**src/rtl/byte_burst_feeder_if.sv**
```systemverilog
// Byte feeder bus: upstream valid/ready byte input, start request, and the
// detector-side outputs (det_clr, d_out) plus status.
interface byte_burst_feeder_if #(
  parameter int ADDR_W = 4
);
  logic              in_valid;
  logic [7:0]        in_data;
  logic              in_ready;
  logic              start;
  logic              det_clr;
  logic [7:0]        d_out;
  logic              busy;
  logic [ADDR_W:0]   count;
  logic              ovf;

  modport master (
    output in_valid, in_data, start,
    input  in_ready, det_clr, d_out, busy, count, ovf
  );

  modport slave (
    input  in_valid, in_data, start,
    output in_ready, det_clr, d_out, busy, count, ovf
  );
endinterface

```
**src/rtl/byte_burst_feeder.sv**
```systemverilog
// Buffers sporadic bytes in a FIFO, then clears the downstream detector and
// replays the bytes on consecutive clocks. Overflow flag: BURST_FEEDER_OVF_EN.
//
// state    | meaning
// S_IDLE   | accept writes, wait for start with data available
// S_CLEAR  | det_clr high for one cycle, first pop at the end of it
// S_STREAM | one byte per clock on d_out until the FIFO drains
module byte_burst_feeder #(
  parameter int          DEPTH     = 16,
  parameter int          ADDR_W    = 4,
  parameter logic [7:0]  IDLE_BYTE = 8'h00
) (
  input  logic                 clk,
  input  logic                 clr,
  byte_burst_feeder_if.slave   bus
);

  typedef enum logic [1:0] {S_IDLE, S_CLEAR, S_STREAM} state_t;

  localparam logic [ADDR_W:0] FULL = (ADDR_W+1)'(DEPTH);

  logic [7:0]        mem_q [DEPTH];
  state_t            state_q, state_d;
  logic [ADDR_W-1:0] wr_ptr_q, wr_ptr_d;
  logic [ADDR_W-1:0] rd_ptr_q, rd_ptr_d;
  logic [ADDR_W:0]   count_q, count_d;
  logic [7:0]        d_out_q, d_out_d;
  logic              det_clr_q, det_clr_d;
  logic              in_ready_w;
  logic              wr_en;
  logic              pop;

  assign in_ready_w = (state_q == S_IDLE) && (count_q != FULL);

  always_comb begin
    state_d   = state_q;
    wr_ptr_d  = wr_ptr_q;
    rd_ptr_d  = rd_ptr_q;
    count_d   = count_q;
    d_out_d   = d_out_q;
    det_clr_d = 1'b0;
    pop       = 1'b0;
    wr_en     = bus.in_valid && in_ready_w;

    case (state_q)
      S_IDLE: begin
        d_out_d = IDLE_BYTE;
        // a write on the same edge as start joins the burst
        if (bus.start && ((count_q != '0) || wr_en)) begin
          state_d   = S_CLEAR;
          det_clr_d = 1'b1;
        end
      end
      S_CLEAR: begin
        pop     = 1'b1;
        state_d = S_STREAM;
      end
      S_STREAM: begin
        if (count_q != '0) begin
          pop = 1'b1;
        end else begin
          state_d = S_IDLE;
          d_out_d = IDLE_BYTE;
        end
      end
      default: begin
        state_d = S_IDLE;
        d_out_d = IDLE_BYTE;
      end
    endcase

    if (wr_en) begin
      wr_ptr_d = wr_ptr_q + 1'b1;
      count_d  = count_q + 1'b1;
    end
    if (pop) begin
      rd_ptr_d = rd_ptr_q + 1'b1;
      count_d  = count_q - 1'b1;
      d_out_d  = mem_q[rd_ptr_q];
    end
  end

  always_ff @(posedge clk or posedge clr) begin
    if (clr) begin
      state_q   <= S_IDLE;
      wr_ptr_q  <= '0;
      rd_ptr_q  <= '0;
      count_q   <= '0;
      d_out_q   <= IDLE_BYTE;
      det_clr_q <= 1'b0;
    end else begin
      state_q   <= state_d;
      wr_ptr_q  <= wr_ptr_d;
      rd_ptr_q  <= rd_ptr_d;
      count_q   <= count_d;
      d_out_q   <= d_out_d;
      det_clr_q <= det_clr_d;
    end
  end

  // storage needs no reset: pointers and count define validity
  always_ff @(posedge clk) begin
    if (wr_en) begin
      mem_q[wr_ptr_q] <= bus.in_data;
    end
  end

`ifdef BURST_FEEDER_OVF_EN
  logic ovf_q, ovf_d;

  always_comb begin
    ovf_d = ovf_q;
    if ((state_q == S_IDLE) && (count_q == FULL) && bus.in_valid) begin
      ovf_d = 1'b1;
    end
    if (det_clr_d) begin
      ovf_d = 1'b0;
    end
  end

  always_ff @(posedge clk or posedge clr) begin
    if (clr) begin
      ovf_q <= 1'b0;
    end else begin
      ovf_q <= ovf_d;
    end
  end

  assign bus.ovf = ovf_q;
`else
  assign bus.ovf = 1'b0;
`endif

  assign bus.in_ready = in_ready_w;
  assign bus.det_clr  = det_clr_q;
  assign bus.d_out    = d_out_q;
  assign bus.count    = count_q;
  assign bus.busy     = (state_q == S_CLEAR) || (state_q == S_STREAM);

endmodule

```
**src/flat_wrapper.sv**
```systemverilog
// flat-port wrapper written by rule: the top's interface ports become plain ports
module byte_burst_feeder_flat 
#(
  parameter int          DEPTH     = 16,
  parameter int          ADDR_W    = 4,
  parameter logic [7:0]  IDLE_BYTE = 8'h00
)
  (clk, clr, bus_in_valid, bus_in_data, bus_start, bus_in_ready, bus_det_clr, bus_d_out, bus_busy, bus_count, bus_ovf);
  byte_burst_feeder_if #(.ADDR_W(ADDR_W)) bus_i ();
  input  logic clk;
  input  logic clr;
  input wire logic [$bits(bus_i.in_valid)-1:0] bus_in_valid;
  input wire logic [$bits(bus_i.in_data)-1:0] bus_in_data;
  input wire logic [$bits(bus_i.start)-1:0] bus_start;
  output wire logic [$bits(bus_i.in_ready)-1:0] bus_in_ready;
  output wire logic [$bits(bus_i.det_clr)-1:0] bus_det_clr;
  output wire logic [$bits(bus_i.d_out)-1:0] bus_d_out;
  output wire logic [$bits(bus_i.busy)-1:0] bus_busy;
  output wire logic [$bits(bus_i.count)-1:0] bus_count;
  output wire logic [$bits(bus_i.ovf)-1:0] bus_ovf;
  assign bus_i.in_valid = bus_in_valid;
  assign bus_i.in_data = bus_in_data;
  assign bus_i.start = bus_start;
  assign bus_in_ready = bus_i.in_ready;
  assign bus_det_clr = bus_i.det_clr;
  assign bus_d_out = bus_i.d_out;
  assign bus_busy = bus_i.busy;
  assign bus_count = bus_i.count;
  assign bus_ovf = bus_i.ovf;
  byte_burst_feeder #(.DEPTH(DEPTH), .ADDR_W(ADDR_W), .IDLE_BYTE(IDLE_BYTE)) u_core (.clk(clk), .clr(clr), .bus(bus_i));
endmodule
```
**config.mk**
```make
export PLATFORM = sky130hd
export DESIGN_NAME = byte_burst_feeder_flat
export DESIGN_NICKNAME = d
export VERILOG_FILES = /design/src/rtl/byte_burst_feeder_if.sv /design/src/rtl/byte_burst_feeder.sv /design/src/flat_wrapper.sv
export SDC_FILE = /design/constraint.sdc
export NUM_CORES = 1
export LEC_CHECK = 0
export ABC_AREA = 1
export CORE_ASPECT_RATIO = 1.4
export CORE_MARGIN = 1.5
export CORE_UTILIZATION = 34
export DETAILED_ROUTE_END_ITERATION = 7
export MAX_ROUTING_LAYER = met4
export PLACE_DENSITY_LB_ADDON = 0.08
export SYNTH_ARGS = -nofsm -noshare
export SYNTH_HDL_FRONTEND = slang
export SYNTH_SLANG_ARGS = --single-unit
```
**constraint.sdc**
```tcl
create_clock -name clk -period 2.3 [get_ports clk]
set_input_delay 0.23 -clock clk [delete_from_list [all_inputs] [get_ports clk]]
set_output_delay 0.23 -clock clk [all_outputs]
set_load 0.03 [all_outputs]
```
==> flow_metrics.tcl <==
set metrics [dict create \
    syn_avg_cell_area_um2 11.5 \
    tightest_slew_ns 0.731 \
    viasPerCell 4.80 \
    drive_gt1_share_pct 14.6 \
    synth_seq_cells 152 \
    clkTransAtPathRegs_ns 0.06 \
    yosysWarnings 0 \
    final_common_cell "nand2_1" \
    dp.cells 840 \
    crit_required_ns 2.07 \
    antenna_left 0 \
    wl_per_cell_um 18.1 \
    final_cell_mix "nand2_1, edfxtp_1, nand3_1" \
    fin_setup_tns_ns 0 \
    grt_max_degree 67 \
    syn_to_final_growth_pct 18.6 \
    rows 59 \
    yosysTopAreaCell "edfxtp_1" \
    netlist.area_leader.share_pct 58.7 \
    ys.flop_type "edfxtp_1" \
    first_global_vias 4234 \
    clk_latency_ns 0.42 \
    start_util_pct 34.9 \
    vias 4188 \
    rsz0062_at_grt "no" \
    pin_count 29 \
    critical_path_arrival_ns 1.93 \
    antenna_cells 0 \
    crit_fanout 4 \
    hp-class "input pin to async pin" \
    grt_pass1_wl_um 24500 \
    ctsHoldBuffers 0 \
    min_period_ns 2.16 \
    slew_headroom_pct 51.1 \
    status "complete, no violations" \
    power_density_nw_per_um2 1270 \
    port_buffers 27 \
    final_max_slew_viol_count 0 \
    die_area_um2 20100 \
    initialDrtViolationCount 201 \
    final_area_um2 7770 \
    chipWidth_um 120 \
    setup_viol 0 \
    fmax_ghz 0.463 \
    maxCapViolCount 0 \
    synth_nets 594 \
    syn_inst 570 \
    fin_skew_ns 0.0109 \
    drt-pass1-iter-count 6 \
    hpwlAfterDp_um 10500 \
    synth_area_leaders "edfxtp_1, nand2_1, nand3_1, dfrtp_1, ha_1" \
    endpoint_kind "primary output" \
    cts_tree "yes" \
    route.detailed.drc 0 \
    fillers 1801 \
    totalWireLength_um 15800 \
    synth_cell_types 29 \
    hold_violations 0 \
    nets 640 \
    max-clock-path-buffers 2 \
    seq_area_frac_synth_pct 67.9 \
    post-route-period-util_pct 94.0 \
    clock_sinks 152 \
    async_flop_share_pct 15.8 \
    synth-edff-count 128 \
    final_cells 873 \
    design.core.area_um2 18800 \
    critPathKind "flip-flop to primary output" \
    ir_drop_v 0.000536 \
    synth_area_um2 6550 \
    placed_cell_area_um2 7200 \
    cts-buffers-inserted 17 \
    antenna_found_initial 0 \
    clk_root_buffer_cell "clkbuf_16" \
    grt_use_total_pct 17.1 \
    overflow 0 \
    cp-start-kind "flip-flop" \
    fp.dieH_um 167 \
    leakage_nw 2.97 \
    gp_congestion 0.816 \
    cts-htree-levels 4 \
    r2r_slack_ns 0.20 \
]
==> worst paths after layout <==
path | start | end | cells after the start
max | u_core.state_q[0] | bus_in_ready | 5
min | clr | u_core.state_q[1] | 3
max reg2reg | u_core.state_q[0] | u_core.bus.count[4] | 13
min reg2reg | u_core.bus.d_out[7] | u_core.bus.d_out[7] | 2
max in group asynchronous | clr | u_core.rd_ptr_q[0] | 3
min in group clk | bus_start | u_core.bus.det_clr | 3
==> area by class of cell <==
type / instances / area, um2 / area share [%]
clock buffers: 17 / 425 / 5.48
clock inverters: 15 / 128 / 1.64
inverters: 25 / 98.8 / 1.27
multi-input cells: 366 / 1840 / 23.7
flip-flops and latches: 152 / 4450 / 57.2
well taps: 244 / 305 / 3.93
repair buffers: 54 / 522 / 6.72
==> Yosys cell counts (3+ instances only) <==
cell,count
buf_2,14
buf_4,10
dfrtp_1,24
edfxtp_1,128
ha_1,11
inv_1,20
nand2_1,169
nand2_2,8
nand2_4,3
nand3_1,121
nand3_2,10
nor2_1,21
o21ai_0,6
xor2_1,7
==> state kept, by name, indices dropped and copies added (netlist names) <==
name / flops
u_core.bus.count: 5
u_core.bus.d_out: 8
u_core.bus.det_clr: 1
u_core.mem_q: 128
u_core.rd_ptr_q: 4
u_core.state_q: 2
u_core.wr_ptr_q: 4
==> critical path, cell delays in order, from the launching register on <==
cell and delay [ns]:
dfrtp_1 0.40, inv_1 0.10, ha_2 0.24, nand2_1 0.06, inv_1 0.06, clkdlybuf4s50_1 0.66
==> where the power goes <==
part | switching (W) | internal (W)
Sequential | 0.000191 | 0.00332
Combinational | 0.00251 | 0.00124
Clock | 0.00112 | 0.00149
==> metrics by stage <==
stage	util (%)	hold WS [ns]	total power, W	setup WS [ns]
6_report	41.4	0.158	0.00986	0.139
5_1_grt	41.4	0.175	0.0105	0.00275
3_5_place_dp	38.4	0.490	0.00733	0.0671
4_1_cts	41.3	0.162	0.00994	0.0588
3_3_place_gp	38.4	0.483	0.00725	0.104
2_1_floorplan	-	0.245	0.00612	0.0267
==> cells by family (layout without fill, tap and decap cells) <==
logic type / after synthesis / in the layout / share of synthesized area (%)
AO/OA/AOI/OAI: 9 / 9 / 0.783
XOR/XNOR: 7 / 7 / 0.936
adder cells (fa/ha/maj): 12 / 12 / 2.41
buffers and inverters: 52 / 111 / 4.16
flip-flops: 152 / 152 / 67.9
other: 1 / 1 / 0.0573
AND/OR/NAND/NOR: 337 / 337 / 23.8
==> metal layers <==
metal | global-route usage, % | share of wire [%] | vias to the layer above
met5 | - | 0 | -
met4 | 6.80 | 2.5 | 0
met3 | 3.58 | 2.9 | 22
met2 | 29.5 | 52 | 69
met1 | 19.2 | 42 | 2050
li1 | - | - | 2047
==> repair_timing <==
item | in CTS | in global routing
setup buffers | 0 | 1
resized for setup | 1 | 4
setup endpoints to repair | 1 | 1
hold endpoints to repair | 0 | 0
(Power assumes the default switching activity.)
